## config.mk

```make
export PLATFORM = sky130hd
export DESIGN_NAME = hard_mem_1rw_req_driver
export DESIGN_NICKNAME = d
export VERILOG_FILES = /design/src/rtl/hard_mem_1rw_req_driver.sv
export SDC_FILE = /design/constraint.sdc
export NUM_CORES = 1
export LEC_CHECK = 0
export ABC_CLOCK_PERIOD_IN_PS = 8200
export BUFFER_PORTS_ARGS = -buffer_cell sky130_fd_sc_hd__buf_2
export CELL_PAD_IN_SITES_DETAIL_PLACEMENT = 1
export CELL_PAD_IN_SITES_GLOBAL_PLACEMENT = 1
export CORE_AREA = 2 2 152 154
export CTS_CLUSTER_DIAMETER = 80
export DETAILED_ROUTE_END_ITERATION = 10
export DIE_AREA = 0 0 154 156
export PLACE_DENSITY_LB_ADDON = 0.1
export SLEW_MARGIN = 10
export SYNTH_ARGS = -nofsm -noshare
export SYNTH_HDL_FRONTEND = slang
export SYNTH_SLANG_ARGS = --single-unit
```

## constraint.sdc

```tcl
create_clock -name clk_i -period 8.2 [get_ports clk_i]
set_input_delay 1.64 -clock clk_i [delete_from_list [all_inputs] [get_ports clk_i]]
set_output_delay 1.64 -clock clk_i [all_outputs]
set_load 0.01 [all_outputs]
```

## src/rtl/hard_mem_1rw_req_driver.sv

```systemverilog
// Initiator-side driver for 1rw hard-memory wrappers: zero-fills the array after reset,
// then forwards requests and returns reads. Optional macro HARD_MEM_REQ_DRIVER_WRITE_ACK_EN.
module hard_mem_1rw_req_driver #(
    parameter  int unsigned width_p             = 64,
    parameter  int unsigned els_p               = 512,
    parameter  int unsigned resp_els_p          = 3,
    localparam int unsigned addr_width_lp       = $clog2(els_p),
    localparam int unsigned write_mask_width_lp = width_p >> 3
) (
    input  logic                           clk_i,
    input  logic                           reset_i,
    input  logic                           req_v_i,
    output logic                           req_ready_o,
    input  logic                           req_w_i,
    input  logic [addr_width_lp-1:0]       req_addr_i,
    input  logic [width_p-1:0]             req_data_i,
    input  logic [write_mask_width_lp-1:0] req_write_mask_i,
    output logic                           resp_v_o,
    output logic [width_p-1:0]             resp_data_o,
    input  logic                           resp_yumi_i,
    output logic                           mem_v_o,
    output logic                           mem_w_o,
    output logic [addr_width_lp-1:0]       mem_addr_o,
    output logic [width_p-1:0]             mem_data_o,
    output logic [write_mask_width_lp-1:0] mem_write_mask_o,
    input  logic [width_p-1:0]             mem_data_i
);

    localparam int unsigned ptr_w_lp = (resp_els_p > 1) ? $clog2(resp_els_p) : 1;
    localparam int unsigned cnt_w_lp = $clog2(resp_els_p + 1);

    typedef enum logic [0:0] {ST_INIT, ST_RUN} state_e;

    state_e                     state_q, state_d;
    logic [addr_width_lp-1:0]   init_cnt_q;
    logic                       init_last;
    logic                       inflight_q;
    logic                       credit_ok;
    logic                       issue;
    logic                       enq, deq;
    logic [width_p-1:0]         enq_data;
    logic [width_p-1:0]         buf_q [resp_els_p];
    logic [ptr_w_lp-1:0]        wr_ptr_q, rd_ptr_q;
    logic [cnt_w_lp-1:0]        count_q;

    function automatic logic [ptr_w_lp-1:0] ptr_inc(input logic [ptr_w_lp-1:0] p);
        return (p == ptr_w_lp'(resp_els_p - 1)) ? '0 : p + ptr_w_lp'(1);
    endfunction

    assign init_last = (init_cnt_q == addr_width_lp'(els_p - 1));
    // Credits cover both buffered entries and the response still in the macro pipeline.
    assign credit_ok = ((cnt_w_lp + 1)'(count_q) + (cnt_w_lp + 1)'(inflight_q))
                       < (cnt_w_lp + 1)'(resp_els_p);

    always_ff @(posedge clk_i) begin
        if (reset_i) state_q <= ST_INIT;
        else         state_q <= state_d;
    end

    always_comb begin
        state_d = state_q;
        if (state_q == ST_INIT && init_last) state_d = ST_RUN;
    end

    always_comb begin
        req_ready_o      = 1'b0;
        mem_v_o          = 1'b0;
        mem_w_o          = 1'b0;
        mem_addr_o       = '0;
        mem_data_o       = '0;
        mem_write_mask_o = '0;
        if (!reset_i) begin
            case (state_q)
                ST_INIT: begin
                    mem_v_o          = 1'b1;
                    mem_w_o          = 1'b1;
                    mem_addr_o       = init_cnt_q;
                    mem_write_mask_o = '1;
                end
                default: begin
                    req_ready_o      = credit_ok;
                    mem_v_o          = req_v_i & credit_ok;
                    mem_w_o          = req_v_i & credit_ok & req_w_i;
                    mem_addr_o       = req_addr_i;
                    mem_data_o       = req_data_i;
                    mem_write_mask_o = req_write_mask_i;
                end
            endcase
        end
    end

    always_ff @(posedge clk_i) begin
        if (reset_i)                 init_cnt_q <= '0;
        else if (state_q == ST_INIT) init_cnt_q <= init_cnt_q + addr_width_lp'(1);
    end

`ifdef HARD_MEM_REQ_DRIVER_WRITE_ACK_EN
    logic inflight_w_q;
    assign issue    = (state_q == ST_RUN) & mem_v_o;
    assign enq_data = inflight_w_q ? '0 : mem_data_i;
    always_ff @(posedge clk_i) begin
        if (reset_i) inflight_w_q <= 1'b0;
        else         inflight_w_q <= mem_w_o;
    end
`else
    assign issue    = (state_q == ST_RUN) & mem_v_o & ~mem_w_o;
    assign enq_data = mem_data_i;
`endif

    assign enq = inflight_q;
    assign deq = resp_yumi_i & resp_v_o;

    always_ff @(posedge clk_i) begin
        if (reset_i) inflight_q <= 1'b0;
        else         inflight_q <= issue;
    end

    // Response FIFO; data storage needs no reset since count gates visibility.
    always_ff @(posedge clk_i) begin
        if (enq) buf_q[wr_ptr_q] <= enq_data;
    end

    always_ff @(posedge clk_i) begin
        if (reset_i) begin
            wr_ptr_q <= '0;
            rd_ptr_q <= '0;
            count_q  <= '0;
        end else begin
            if (enq) wr_ptr_q <= ptr_inc(wr_ptr_q);
            if (deq) rd_ptr_q <= ptr_inc(rd_ptr_q);
            case ({enq, deq})
                2'b10:   count_q <= count_q + cnt_w_lp'(1);
                2'b01:   count_q <= count_q - cnt_w_lp'(1);
                default: count_q <= count_q;
            endcase
        end
    end

    assign resp_v_o    = (count_q != '0);
    assign resp_data_o = buf_q[rd_ptr_q];

    a_no_overflow: assert property (@(posedge clk_i) disable iff (reset_i)
        !(enq && !deq && count_q == cnt_w_lp'(resp_els_p)));
    a_yumi_legal: assert property (@(posedge clk_i) disable iff (reset_i)
        !(resp_yumi_i && !resp_v_o));

endmodule

```

==> reports/summary.txt <==
CTS Buffer Depth - 3
Total grt overflow - 0
# Post-CTS Setup Buffers - 0
Delay-heaviest family, CP - buffers and inverters
Hold WC Path Type - reg -> reg
Hpwl dp - 15,900 um
Routed length per placed instance - 19.0 um
R2r setup slk - 5.96 ns
Syn nets - 760
Drt pass-1 iters - 4
CP dominant cell by count - buf_2
Area growth syn-to-layout - 29.0%
Worst path slowest cell - buf_4
Max-cap violations - 0
Startpoint Class - input pin
Die area - 24,000 um^2
Sequential power share - 53.3%
Final core occ - 49.5%
Post-synthesis sequential area ratio - 71.7%
Synthesis Warnings - 0
Worst-path cell chain - buf_2, nor2b_2, buf_4, and2_1, buf_2
RR Startpoint - enq
Routed Antenna Nets - 0
Vias in the first global route - 6,526
Initial Util - 38.3%
Core area - 22,400 um^2
Flops & latches, synth - 211
Layout cells sized above 1 - 37.9%
Vias post-DR - 5,865
Flip-flop and latch area - 6150 um^2
Die Ht - 156 um
Total clock sinks - 211
I/O Buffers - 298
Largest net degree at the start of global routing - 129
CP Max Fanout - 64
Clk_lat worst skew - 0.50 ns
Clk_skew - 0.00692 ns
Filler Cells Inserted - 2,346
Yosys cell types - 32
Slew @ Worst Pin - 0.887 ns
Remaining DRCs - 0
CTS Hold Buffers Added - 0
WHS - 0.501 ns
Switch share - 19.3%
Count of final max-slew check failures - 0
Io pins - 299
Multi-input logic area - 2230 um^2
First-pass GRT wire length - 34,500 um
Reg2Reg Depth - 3
Post_cts resized - 0
Vias per Instance - 4.87
Crit path time final - 4.55 ns
Final Hold Vio Count - 0
Comb pwr share - 2.7%
Int Power - 0.00178 W
Crit path depth - 5
GRT Resource Usage Total - 18.8%
Tot Pwr - 0.00220 W
Final setup TNS - 0 ns
Netlist Area Pre-Place - 8580 um^2
Critical Path Start - reset_i
1st-iter DRT viols - 240
Die width - 154 um
CTS clock-pin slew for the worst setup and hold paths - 0.06 ns
Fin nets - 1,057
Mapped Avg Cell Area - 14.2 um^2
Critical path type - in -> out
Synth Instances - 605
Placed Cells - 1,161
Outcome - complete, no violations
Worst EP required - 6.56 ns
Clock Power Share - 43.9%
Post-Layout Cell Count - 1,205
Initial antenna violation count - 6
Routability cong. - 1.00
Crit end category - primary output
CP endpoint - mem_data_o[15]
Worst Path Buf+Inv - 3
Worst reg2reg endpoint - buf_q[1][54]
Total wire length - 22,800 um
Leakage - 4.26 nW
Clock buffer count from CTS - 23
Num rows - 55
Final setup vio count - 0
Root buf cell - clkbuf_16
Slew Limit Headroom - 40.7%
Cell Pwr Density - 199 nW/um^2
CP arrival - 2.91 ns
Crit path largest cell delay - 0.41 ns
Final worst-path cycle share - 55.5%
H-tree depth - 1
Maximum clock rate - 220 MHz
CTS tree - built
Switching pwr - 0.000425 W
Peak VDD IR - 0.104 mV
Unrepaired setup endpoints after global routing - no
-- Yosys cell counts --
cell        n  share of area (%)
edfxtp_1  192                 67
mux2i_1    76                8.9
nand2_1    68                3.0
o21ai_0    68                4.0
and2_1     65                4.7
nor2_1     22               0.96
dfxtp_1    19                4.4
a21oi_1    16               0.93
clkbuf_1   14               0.61
inv_1      10               0.44
buf_2       7               0.41
buf_4       7               0.61
ha_1        5               0.73
or3_1       5               0.36
clkbuf_2    4               0.23
xor2_1      4               0.41
nand3_1     3               0.18
nor2b_1     3               0.22
buf_1       2              0.088
nor3b_1     2               0.18
xnor2_1     2               0.20
buf_6       1               0.13
mux2_2      1               0.13
nand3b_1    1              0.088
nand4_1     1              0.073
nand4b_1    1               0.10
nand4b_4    1               0.28
nor2b_2     1               0.10
nor3_1      1              0.058
o21ai_1     1              0.058
o21ba_2     1               0.12
or2_2       1              0.073
-- state kept, by name, indices dropped and copies added, names as in the netlist, named ones only --
register / count
enq: 1
rd_ptr_q: 2
wr_ptr_q: 2
buf_q: 192
count_q: 2
state_q: 1
init_cnt_q: 9
-- layout make-up --
cell class              count  area share [%]
diodes                      6           0.136
clock buffers              28            5.37
clock inverters             9           0.904
inverters                  10           0.339
multi-input cells         349            20.2
flip-flops and latches    211            55.6
well taps                 285            3.22
repair buffers            307            14.3
-- kinds of logic after synthesis --
group / count (synthesis) / share of synthesized area [%]
fa+ha+maj: 5 / 0.730
simple gates: 175 / 10.4
compound gates: 86 / 5.08
flops: 211 / 71.7
xor+xnor: 6 / 0.613
mux: 77 / 9.00
buf+inv: 45 / 2.52
-- stage by stage --
stage	instance area (um^2)	setup slack (ns)
2_1_floorplan	8580	2.51
3_3_place_gp	10300	3.72
3_5_place_dp	10300	3.62
4_1_cts	11000	3.62
5_1_grt	11100	3.49
6_report	11100	3.65
-- cell usage in the layout, fill, tap and decap left out, types with 6 or more instances in the layout --
cell | Yosys | layout
a21oi_1 | 16 | 16
buf_4 | 7 | 8
diode_2 | 0 | 6
mux2i_1 | 76 | 76
buf_2 | 7 | 298
nor2_1 | 22 | 21
nand2_1 | 68 | 68
o21ai_0 | 68 | 68
edfxtp_1 | 192 | 192
dfxtp_1 | 19 | 17
clkbuf_16 | 0 | 23
inv_1 | 10 | 10
and2_1 | 65 | 65
-- worst register-to-register path, delay by kind of cell (launching register included) --
kind / cells / cell delay [ns]
flip-flops: 1 / 0.40
AND/OR/NAND/NOR: 2 / 0.83
buffers and inverters: 1 / 0.62
-- how the worst min path moves through the flow --
stage | startpoint | cells past startpoint | slack, ns | to
global route | rd_ptr_q[0] | 2 | 0.55 | flop
CTS | rd_ptr_q[0] | 2 | 0.50 | flop
detailed placement | rd_ptr_q[0] | 2 | 0.49 | flop
finish | rd_ptr_q[0] | 2 | 0.50 | flop
floorplan | rd_ptr_q[0] | 2 | 0.45 | flop
global placement | rd_ptr_q[0] | 2 | 0.46 | flop
-- layer usage --
metal  share of wire [%]  track usage [%]  wire length, um
met1                  36             18.6             8190
met2                  55             37.0            12600
met3                 5.4             3.97             1230
met4                 3.5             9.08              801
met5                   0                0                0
-- power by group through the flow --
stage	sequential [W]	clock (W)	combinational [W]
finish	0.00117	0.000968	0.0000601
global route	0.00117	0.00103	0.0000668
CTS	0.00117	0.000994	0.0000610
detailed placement	0.00120	0	0.0000608
global placement	0.00120	0	0.0000571
floorplan	0.00120	0	0.0000103
Power figures use the tool's default switching activity.
